--- src/rtl/digit_scan_mux_pkg.sv ---
// Shared constants and helpers for the multiplexed digit display.
package digit_scan_mux_pkg;

  localparam int DEF_NUM_DIGITS   = 8;
  localparam int DEF_DIGIT_W      = 4;
  localparam int DEF_REFRESH_DIV  = 100000;
  localparam int DEF_BLINK_FRAMES = 64;

  // Index width that never collapses to zero bits for single-entry ranges.
  function automatic int idx_width(input int n);
    return (n <= 1) ? 1 : $clog2(n);
  endfunction

endpackage

--- src/rtl/digit_scan_mux_tick_prescaler.sv ---
// Free-running divider: tick is high for one cycle on the terminal count DIV-1.
module tick_prescaler
  import digit_scan_mux_pkg::*;
#(
  parameter int DIV = DEF_REFRESH_DIV
) (
  input  logic clk,
  input  logic rst_n,
  output logic tick
);

  localparam int CW = idx_width(DIV);
  localparam logic [CW-1:0] TERM = CW'(DIV - 1);

  logic [CW-1:0] cnt;

  always_ff @(posedge clk) begin
    if (!rst_n) begin
      cnt <= '0;
    end else if (cnt == TERM) begin
      cnt <= '0;
    end else begin
      cnt <= cnt + 1'b1;
    end
  end

  assign tick = (cnt == TERM);

endmodule

--- src/rtl/digit_scan_mux.sv ---
// Time-multiplexed digit scanner with double-buffered data, leading-zero
// blanking and per-digit blinking.
module digit_scan_mux
  import digit_scan_mux_pkg::*;
#(
  parameter int NUM_DIGITS   = DEF_NUM_DIGITS,
  parameter int DIGIT_W      = DEF_DIGIT_W,
  parameter int REFRESH_DIV  = DEF_REFRESH_DIV,
  parameter int BLINK_FRAMES = DEF_BLINK_FRAMES
) (
  input  logic                                clk,
  input  logic                                rst_n,
  input  logic                                load,
  input  logic [NUM_DIGITS*DIGIT_W-1:0]       data_in,
  input  logic                                lz_blank_en,
  input  logic [NUM_DIGITS-1:0]               blink_mask,
  output logic [idx_width(NUM_DIGITS)-1:0]    digit_sel,
  output logic [NUM_DIGITS-1:0]               anode_n,
  output logic [DIGIT_W-1:0]                  data_out,
  output logic                                blank,
  output logic                                frame_done
);

  localparam int IW = idx_width(NUM_DIGITS);
  localparam int BW = idx_width(BLINK_FRAMES);
  localparam int DW = NUM_DIGITS * DIGIT_W;
  localparam logic [IW-1:0] LAST_IDX   = IW'(NUM_DIGITS - 1);
  localparam logic [BW-1:0] LAST_BLINK = BW'(BLINK_FRAMES - 1);

  logic                  tick;
  logic [IW-1:0]         idx;
  logic                  running;
  logic [DW-1:0]         shadow;
  logic [DW-1:0]         active;
  logic                  pending;
  logic [BW-1:0]         blink_cnt;
  logic                  blink_phase;
  logic                  wrap_q;
  logic                  frame_start;
  logic                  wrap;
  logic [DIGIT_W-1:0]    digits [NUM_DIGITS];
  logic [NUM_DIGITS-1:0] lz_mask;
  logic [NUM_DIGITS-1:0] one_hot;
  logic                  blank_now;

  tick_prescaler #(.DIV(REFRESH_DIV)) u_prescaler (
    .clk   (clk),
    .rst_n (rst_n),
    .tick  (tick)
  );

  // The first tick after reset starts frame 0 at digit 0 without counting as a wrap.
  assign frame_start = tick && (!running || (idx == LAST_IDX));
  assign wrap        = tick && running && (idx == LAST_IDX);

  always_comb begin
    logic zero_above;
    zero_above = 1'b1;
    lz_mask    = '0;
    for (int i = 0; i < NUM_DIGITS; i++) begin
      digits[i] = active[i*DIGIT_W +: DIGIT_W];
    end
    for (int i = NUM_DIGITS - 1; i >= 0; i--) begin
      zero_above = zero_above && (digits[i] == '0);
      lz_mask[i] = zero_above && (i != 0);
    end
  end

  assign one_hot   = NUM_DIGITS'(1) << idx;
  assign blank_now = (lz_blank_en && lz_mask[idx]) || (blink_phase && blink_mask[idx]);

  always_ff @(posedge clk) begin
    if (!rst_n) begin
      idx         <= '0;
      running     <= 1'b0;
      shadow      <= '0;
      active      <= '0;
      pending     <= 1'b0;
      blink_cnt   <= '0;
      blink_phase <= 1'b0;
    end else begin
      if (load) begin
        shadow <= data_in;
      end
      // A load on the frame boundary bypasses the shadow so it shows at once.
      if (frame_start) begin
        running <= 1'b1;
        pending <= 1'b0;
        if (load) begin
          active <= data_in;
        end else if (pending) begin
          active <= shadow;
        end
      end else if (load) begin
        pending <= 1'b1;
      end
      if (tick && running) begin
        idx <= (idx == LAST_IDX) ? '0 : idx + 1'b1;
      end
      if (wrap) begin
        if (blink_cnt == LAST_BLINK) begin
          blink_cnt   <= '0;
          blink_phase <= ~blink_phase;
        end else begin
          blink_cnt <= blink_cnt + 1'b1;
        end
      end
    end
  end

  // frame_done is delayed once more so it lines up with the digit 0 outputs.
  always_ff @(posedge clk) begin
    if (!rst_n) begin
      digit_sel  <= '0;
      anode_n    <= '1;
      data_out   <= '0;
      blank      <= 1'b1;
      wrap_q     <= 1'b0;
      frame_done <= 1'b0;
    end else begin
      wrap_q     <= wrap;
      frame_done <= wrap_q;
      if (!running) begin
        digit_sel <= '0;
        anode_n   <= '1;
        data_out  <= '0;
        blank     <= 1'b1;
      end else begin
        digit_sel <= idx;
        anode_n   <= blank_now ? '1 : ~one_hot;
        data_out  <= digits[idx];
        blank     <= blank_now;
      end
    end
  end

endmodule

--- config.mk ---
export PLATFORM = sky130hd
export DESIGN_NAME = digit_scan_mux
export DESIGN_NICKNAME = d
export VERILOG_FILES = /design/src/rtl/digit_scan_mux_pkg.sv /design/src/rtl/digit_scan_mux_tick_prescaler.sv /design/src/rtl/digit_scan_mux.sv
export SDC_FILE = /design/constraint.sdc
export NUM_CORES = 1
export LEC_CHECK = 0
export BUFFER_PORTS_ARGS = -buffer_cell sky130_fd_sc_hd__clkbuf_2
export CAP_MARGIN = 20
export CORE_ASPECT_RATIO = 1.4
export CORE_MARGIN = 5
export CORE_UTILIZATION = 30
export DETAILED_ROUTE_END_ITERATION = 10
export GPL_TIMING_DRIVEN = 0
export HOLD_SLACK_MARGIN = 0.02
export PLACE_DENSITY = 0.57
export SLEW_MARGIN = 5
export SYNTH_ARGS = -nofsm -noshare
export SYNTH_HDL_FRONTEND = slang
export SYNTH_HIERARCHICAL = 1
export SYNTH_SLANG_ARGS = --single-unit
--- constraint.sdc ---
create_clock -name clk -period 6.37 [get_ports clk]
set_input_delay 0.9555 -clock clk [delete_from_list [all_inputs] [get_ports clk]]
set_output_delay 0.9555 -clock clk [all_outputs]
set_load 0.01 [all_outputs]
==> metrics, run 1 <==
largest driver fanout on the critical path=6; H-tree lvl count=3; post-cts repair resize count=0; cell row count=53; vias post-DR=3412; setup slack of the worst register-to-register path=3.58 ns; biggest area contributors in the synthesized netlist=sky130_fd_sc_hd__dfxtp_1, sky130_fd_sc_hd__mux2i_1, sky130_fd_sc_hd__o211a_1, sky130_fd_sc_hd__nor2b_1, sky130_fd_sc_hd__nand2_1; final hold viol count=0; antenna viol nets, final=0; async set-reset flop share out of synthesis=0; DP HPWL=7970 µm; post-synth cell types=45; Layout Cell Area excl Fill=0.00546 mm²; global placer's final weighted congestion=0.814; critical setup path kind=flip-flop to flip-flop; origin of the worst min-delay path=wrap_q; number of iterations in the first detailed-routing pass=4; path category of the worst min-delay check=flip-flop to flip-flop; worst flop-to-flop path startpoint=u_prescaler/cnt[0]; setup violators final=0; vias in the first global route=3372; antenna violations before repair=0; clock network latency to the later pin of the worst-skew pair=0.35 ns; average cell area after synthesis=10.4 µm²; instance count along the most critical hold path=1; startpoint types=flip-flop; endpoint of the most critical register-to-register path=blink_cnt[5]; post-synthesis cell type with the largest combined area=sky130_fd_sc_hd__dfxtp_1; Net Count, Synth=501; pin count of the biggest net entering global routing=17; top cell types by occurrence after synthesis=sky130_fd_sc_hd__dfxtp_1, sky130_fd_sc_hd__nand2_1, sky130_fd_sc_hd__mux2i_1; fraction of final layout cells with drive strength greater than 1=0.199; cell area after synthesis=0.00465 mm²; ys flop type=sky130_fd_sc_hd__dfxtp_1; unrepaired setup endpoints after global routing=no; maximum count of clock buffers along a single path=2; global router's overall resource usage=0.118; clk sink count=111; post-layout min period=2.79 ns; die width=115 µm; PortBufs=59; highest clock frequency the design can meet=359 MHz; WP data required=6.65 ns; Worst Skew=0.00764 ns; FF-to-FF path depth=9; Starting Density=0.308; clock tree from TritonCTS=built; combined area of the multi-input logic cells=0.00226 mm²; cell at the root of the clock tree=sky130_fd_sc_hd__clkbuf_16; CTS Hold Buffers Added=0; Final period util=0.438; DRT Wirelength=10300 µm; measured slew at the worst slew-check pin=0.612 ns; Num CTS Buffers=9; number of cells in the design after placement=700; Reg clk slew, reported paths=0.07 ns; post-route non-filler standard cell count=715; sequential cell area fraction in the yosys report=0.478; Die H=157 µm; portion of synthesized cell area occupied by the leading cell type=0.478; total global routing overflow=0; EDFF count, synth=0; global-route wire length before repair=16900 µm; number of synthesized register bits=111; Crit path arrival time=3.07 ns; total inserted antenna cells=0; power density of the placed cells=239 mW/mm²; count of buffers added by post-CTS timing repair for setup=0; per-cell via count in the routed design=4.77; synthesized netlist cell count=449; DRC viols=0; num ports=61; count of max-cap constraint violations=0; setup TNS=0 ns; DP Area=0.00518 mm²; area occupied by registers=0.00222 mm²; die area=0.0181 mm²; worst-case hold path end point=frame_done; dominant cell by count in the synthesized netlist=sky130_fd_sc_hd__dfxtp_1; Core ar.=0.0151 mm²; DRT iter0 DRCs=176; routed length per placed instance=14.4 µm; number of nets in the layout=571; Slew headroom=0.589; fill cell total of the finished layout=1544; category of the worst setup path capture point=flip-flop; total number of yosys warnings=6; Worst VDD drop=138 µV; area grow syn2layout=17.5%; max-slew violations=0; outcome=finished, final reports clean; Pleak=2.50 nW
cell usage in the layout, fill, tap and decap left out, drive strengths merged, types with 6 or more instances in the layout:
master / netlist / layout
clkbuf: 13 / 85
xnor2: 15 / 15
nand4: 8 / 8
nor3: 7 / 7
nor4: 10 / 10
mux2i: 35 / 35
dfxtp: 111 / 111
nor2: 25 / 25
a21oi: 6 / 6
o21ai: 6 / 6
inv: 8 / 8
ha: 8 / 8
nand3: 10 / 10
and2: 9 / 9
nor2b: 34 / 34
nand2: 55 / 55
buf: 15 / 15
mux4: 9 / 9
o211a: 33 / 33
report_power, final:
| group | internal [mW] | switching [mW] |
|---|---|---|
| Combinational | 0.0308 | 0.0364 |
| Clock | 0.286 | 0.241 |
| Sequential | 0.708 | 0.00424 |
| Total | 1.02 | 0.281 |
layer usage:
layer  track usage  part of all wire
met1         0.152              0.45
met2         0.193              0.48
met3        0.0196             0.050
met4        0.0503             0.019
met5             0                 0
state kept, by name, indices dropped and copies added, names as in the netlist:
name / cells
digit_sel: 3
wrap_q: 1
shadow: 32
pending: 1
u_prescaler/cnt: 17
data_out: 4
active: 32
blink_cnt: 6
idx: 3
frame_done: 1
anode_n: 8
blink_phase: 1
running: 1
blank: 1
worst max-delay path by stage:
stage | start | endpoint | slack, ns | cells after the start
4_1_cts | u_prescaler/cnt[0] | blink_cnt[5] | 3.55 | 9
5_1_grt | u_prescaler/cnt[0] | blink_cnt[5] | 3.32 | 9
3_5_place_dp | u_prescaler/cnt[0] | blink_cnt[5] | 3.57 | 9
2_1_floorplan | u_prescaler/cnt[0] | blink_cnt[5] | 3.93 | 9
3_3_place_gp | u_prescaler/cnt[0] | blink_cnt[5] | 3.64 | 9
6_report | u_prescaler/cnt[0] | blink_cnt[5] | 3.58 | 9
worst max-delay path, cell delays in order (launching register included):
cell and delay (ns):
sky130_fd_sc_hd__dfxtp_1 0.38, sky130_fd_sc_hd__ha_1 0.28, sky130_fd_sc_hd__nand4_4 0.15, sky130_fd_sc_hd__or2_4 0.29, sky130_fd_sc_hd__nor3_1 0.53, sky130_fd_sc_hd__and3_1 0.23
sky130_fd_sc_hd__clkbuf_2 0.17, sky130_fd_sc_hd__nand3_1 0.12, sky130_fd_sc_hd__or4_1 0.42, sky130_fd_sc_hd__a21boi_1 0.14
cells by family (layout without fill, tap and decap cells):
kind of cell	count (synthesis)	in the layout	share of synthesized area
flops	111	111	0.478
fa+ha+maj	8	8	0.0215
simple gates	170	170	0.188
xor+xnor	20	20	0.0377
compound gates	60	60	0.118
mux	44	44	0.121
buf+inv	36	110	0.0363
per-stage QoR:
| stage | worst slack, ns | power, mW | hold WS [ns] | util |
|---|---|---|---|---|
| 2_1_floorplan | 3.93 | 0.769 | 0.412 | - |
| 3_3_place_gp | 3.64 | 0.795 | 0.419 | 0.343 |
| 3_5_place_dp | 3.57 | 0.797 | 0.422 | 0.343 |
| 4_1_cts | 3.55 | 1.32 | 0.437 | 0.361 |
| 5_1_grt | 3.32 | 1.36 | 0.450 | 0.361 |
| 6_report | 3.58 | 1.31 | 0.433 | 0.361 |
final cells by class:
cell class	count	share of cell area
Buffer	28	0.0254
Clock buffer	13	0.0477
Clock inverter	2	0.00298
Inverter	8	0.00550
Multi-Input combinational cell	302	0.414
Sequential cell	111	0.407
Tap cell	192	0.0440
Timing Repair Buffer	59	0.0541
(Power assumes the default switching activity.)
==> run 2, diff against run 1 <==
--- a/config.mk
+++ b/config.mk
@@ -5,6 +5,7 @@
 export SDC_FILE = /design/constraint.sdc
 export NUM_CORES = 1
 export LEC_CHECK = 0
+export ABC_AREA = 1
 export BUFFER_PORTS_ARGS = -buffer_cell sky130_fd_sc_hd__clkbuf_2
 export CAP_MARGIN = 20
 export CORE_ASPECT_RATIO = 1.4
@@ -13,7 +14,7 @@
 export DETAILED_ROUTE_END_ITERATION = 10
 export GPL_TIMING_DRIVEN = 0
 export HOLD_SLACK_MARGIN = 0.02
-export PLACE_DENSITY = 0.57
+export PLACE_DENSITY = 0.58
 export SLEW_MARGIN = 5
 export SYNTH_ARGS = -nofsm -noshare
 export SYNTH_HDL_FRONTEND = slang
==> constraint.sdc (replaced) <==
create_clock -name clk -period 2.55 [get_ports clk]
set_input_delay 0.3825 -clock clk [delete_from_list [all_inputs] [get_ports clk]]
set_output_delay 0.3825 -clock clk [all_outputs]
set_load 0.01 [all_outputs]
==> run 2 against run 1 <==
Effect of this change: total power rose to 2.6 times the previous value; wire length rose by 12%; fmax rose by 32%; count of clock-buffer cells in the layout fell by 3; cell area rose by 4.3%; register-to-register slack got worse by 3.1 ns; via count rose by 21%; sequential power rose to 2.5 times the previous value; hold slack got worse by 0.14 ns; sequential cell count did not move; critical endpoint is now active[16].
==> metrics, run 2 <==
clock tree from TritonCTS=built (unchanged); average cell area after synthesis=7.29 µm² (was 10.4 µm²); worst-case hold path end point=shadow[15] (was frame_done); unrepaired setup endpoints after global routing=no (unchanged); registers with the highest flip-flop counts=active (32), shadow (32), u_prescaler/cnt (17) (unchanged); die area=0.0188 mm² (was 0.0181 mm²); portion of synthesized cell area occupied by the leading cell type=0.458 (was 0.478); count of buffers added by post-CTS timing repair for setup=0 (unchanged); clock network latency to the later pin of the worst-skew pair=0.35 ns (about the same); PortBufs=59 (unchanged); DP HPWL=9080 µm (was 7970 µm); fraction of final layout cells with drive strength greater than 1=0.164 (was 0.199); CTS Hold Buffers Added=0 (unchanged); origin of the worst min-delay path=data_in[15] (was wrap_q); max-slew violations=0 (unchanged); post-synth cell types=30 (was 45); per-cell via count in the routed design=4.39 (was 4.77); cell at the root of the clock tree=sky130_fd_sc_hd__clkbuf_16 (unchanged); Net Count, Synth=717 (was 501); setup violators final=0 (unchanged); top cell types by occurrence after synthesis=sky130_fd_sc_hd__nand2_1, sky130_fd_sc_hd__dfxtp_1, sky130_fd_sc_hd__inv_1 (was sky130_fd_sc_hd__dfxtp_1, sky130_fd_sc_hd__nand2_1, sky130_fd_sc_hd__mux2i_1); startpoint types=flip-flop (unchanged); number of nets in the layout=787 (was 571); total number of yosys warnings=6 (unchanged); number of iterations in the first detailed-routing pass=4 (unchanged); num ports=61 (unchanged); highest clock frequency the design can meet=473 MHz (was 359 MHz); fill cell total of the finished layout=1749 (was 1544); number of synthesized register bits=111 (unchanged); vias post-DR=4125 (was 3412); total global routing overflow=0 (unchanged); vias in the first global route=4056 (was 3372); worst flop-to-flop path startpoint=u_prescaler/cnt[0] (unchanged); count of max-cap constraint violations=0 (unchanged); Slew headroom=0.640 (was 0.589); final core occ=0.355 (was 0.361); routed length per placed instance=12.3 µm (was 14.4 µm); maximum count of clock buffers along a single path=2 (unchanged); ys flop type=sky130_fd_sc_hd__dfxtp_1 (unchanged); Crit path arrival time=2.38 ns (was 3.07 ns); Layout Cell Area excl Fill=0.00570 mm² (was 0.00546 mm²); measured slew at the worst slew-check pin=0.540 ns (was 0.612 ns); Pleak=2.50 nW (about the same); async set-reset flop share out of synthesis=0 (unchanged); pin count of the biggest net entering global routing=19 (was 17); WP data required=2.82 ns (was 6.65 ns); crit path from=u_prescaler/cnt[0] (unchanged); endpoint of the most critical register-to-register path=active[16] (was blink_cnt[5]); category of the worst setup path capture point=flip-flop (unchanged); final hold viol count=0 (unchanged); post-cts repair resize count=0 (unchanged); clk sink count=111 (unchanged); outcome=finished, final reports clean (unchanged); biggest area contributors in the synthesized netlist=sky130_fd_sc_hd__dfxtp_1, sky130_fd_sc_hd__nand2_1, sky130_fd_sc_hd__inv_1, sky130_fd_sc_hd__o21ai_0, sky130_fd_sc_hd__nor2_1 (was sky130_fd_sc_hd__dfxtp_1, sky130_fd_sc_hd__mux2i_1, sky130_fd_sc_hd__o211a_1, sky130_fd_sc_hd__nor2b_1, sky130_fd_sc_hd__nand2_1); post-synthesis cell type with the largest combined area=sky130_fd_sc_hd__dfxtp_1 (unchanged); critical setup path kind=flip-flop to flip-flop (unchanged); Worst Skew=0.00680 ns (was 0.00764 ns); number of cells in the design after placement=923 (was 700); Core ar.=0.0160 mm² (was 0.0151 mm²); largest driver fanout on the critical path=10 (was 6); Reg clk slew, reported paths=0.07 ns (about the same); global router's overall resource usage=0.123 (was 0.118); synthesized netlist cell count=665 (was 449); setup TNS=0 ns (unchanged); EDFF count, synth=0 (unchanged); die width=117 µm (was 115 µm); DRC viols=0 (unchanged); total inserted antenna cells=0 (unchanged); power density of the placed cells=599 mW/mm² (was 239 mW/mm²); Starting Density=0.302 (was 0.308); post-layout min period=2.11 ns (was 2.79 ns); global-route wire length before repair=19000 µm (was 16900 µm); cell area after synthesis=0.00485 mm² (was 0.00465 mm²); cell row count=55 (was 53); sequential cell area fraction in the yosys report=0.458 (was 0.478); antenna violations before repair=0 (unchanged); instance count along the most critical hold path=3 (was 1); post-route non-filler standard cell count=939 (was 715); Die H=160 µm (was 157 µm); worst slack on hold paths=0.296 ns (was 0.433 ns); Num CTS Buffers=9 (unchanged); DP Area=0.00539 mm² (was 0.00518 mm²); FF-to-FF path depth=11 (was 9); Worst VDD drop=345 µV (was 138 µV); commonest cells after routing, fill and taps aside=sky130_fd_sc_hd__nand2_1, sky130_fd_sc_hd__dfxtp_1, sky130_fd_sc_hd__inv_1 (was sky130_fd_sc_hd__dfxtp_1, sky130_fd_sc_hd__clkbuf_2, sky130_fd_sc_hd__nand2_1); DRT iter0 DRCs=207 (was 176); global placer's final weighted congestion=0.812 (was 0.814); path category of the worst min-delay check=input port to flip-flop (was flip-flop to flip-flop); Final period util=0.828 (was 0.438); DRT Wirelength=11500 µm (was 10300 µm); dominant cell by count in the synthesized netlist=sky130_fd_sc_hd__nand2_1 (was sky130_fd_sc_hd__dfxtp_1); antenna viol nets, final=0 (unchanged); setup slack of the worst register-to-register path=0.44 ns (was 3.58 ns); area grow syn2layout=17.5% (about the same); H-tree lvl count=3 (unchanged); commonest non-fill, non-tap cell in the layout=sky130_fd_sc_hd__nand2_1 (was sky130_fd_sc_hd__dfxtp_1)
## run 2: cell types whose count changed in the layout (fill, tap and decap cells not counted), sizes merged, moves of 10 or more
cell	delta
nor2	+64
a21oi	+51
o211a	-33
inv	+97
nor4	-10
o21ai	+68
nor2b	-34
nand2	+71
nand3	+14
xnor2	-10
mux2i	-30
## run 2: worst max-delay path by stage
| stage | endpoint |
|---|---|
| after floorplan | active[0] |
| after global placement | active[5] |
| after detailed placement | active[25] |
| after CTS | active[16] |
| after global routing | active[27] |
| final | active[16] |
## run 2: power by group
part / switching (mW) / total [mW] / internal [mW]
Sequential: 0.0118 / 1.78 / 1.77
Clock: 0.643 / 1.44 / 0.794
Combinational: 0.117 / 0.191 / 0.0744
## run 2: worst max-delay path, stage by stage, from the launching register on
cell and delay (ns):
sky130_fd_sc_hd__dfxtp_1 0.39, sky130_fd_sc_hd__ha_1 0.23, sky130_fd_sc_hd__nand2_1 0.07, sky130_fd_sc_hd__nor2_1 0.17, sky130_fd_sc_hd__nand3_2 0.14, sky130_fd_sc_hd__inv_1 0.10
sky130_fd_sc_hd__inv_1 0.07, sky130_fd_sc_hd__a21oi_4 0.17, sky130_fd_sc_hd__o21ai_4 0.13, sky130_fd_sc_hd__buf_2 0.19, sky130_fd_sc_hd__buf_2 0.19, sky130_fd_sc_hd__a21oi_1 0.19
## run 2: per-layer routing
| metal | vias to the layer above | global-route usage | part of all wire |
|---|---|---|---|
| met4 | 0 | 0.0433 | 0.017 |
| met1 | 1805 | 0.141 | 0.44 |
| li1 | 2240 | - | - |
| met3 | 14 | 0.0211 | 0.027 |
| met5 | - | 0 | 0 |
| met2 | 66 | 0.226 | 0.52 |
## run 2: stage by stage
step	worst slack [ns]	power, mW
after global placement	0.467	2.02
after global routing	0.266	3.55
after floorplan	0.791	1.94
final	0.438	3.41
after CTS	0.412	3.46
after detailed placement	0.457	2.02
## run 2: layout make-up
class | count | area [µm²] | share of cell area
Buffer | 28 | 143 | 0.0250
Clock buffer | 10 | 239 | 0.0419
Clock inverter | 6 | 66.3 | 0.0116
Inverter | 103 | 387 | 0.0679
Multi-Input combinational cell | 423 | 2100 | 0.368
Sequential cell | 111 | 2220 | 0.390
Tap cell | 199 | 249 | 0.0437
Timing Repair Buffer | 59 | 295 | 0.0518
## run 2: kinds of logic after synthesis
kind of cell	synth area share
xor+xnor	0.0145
simple gates	0.238
compound gates	0.149
buf+inv	0.109
fa+ha+maj	0.0206
flops	0.458
mux	0.0103
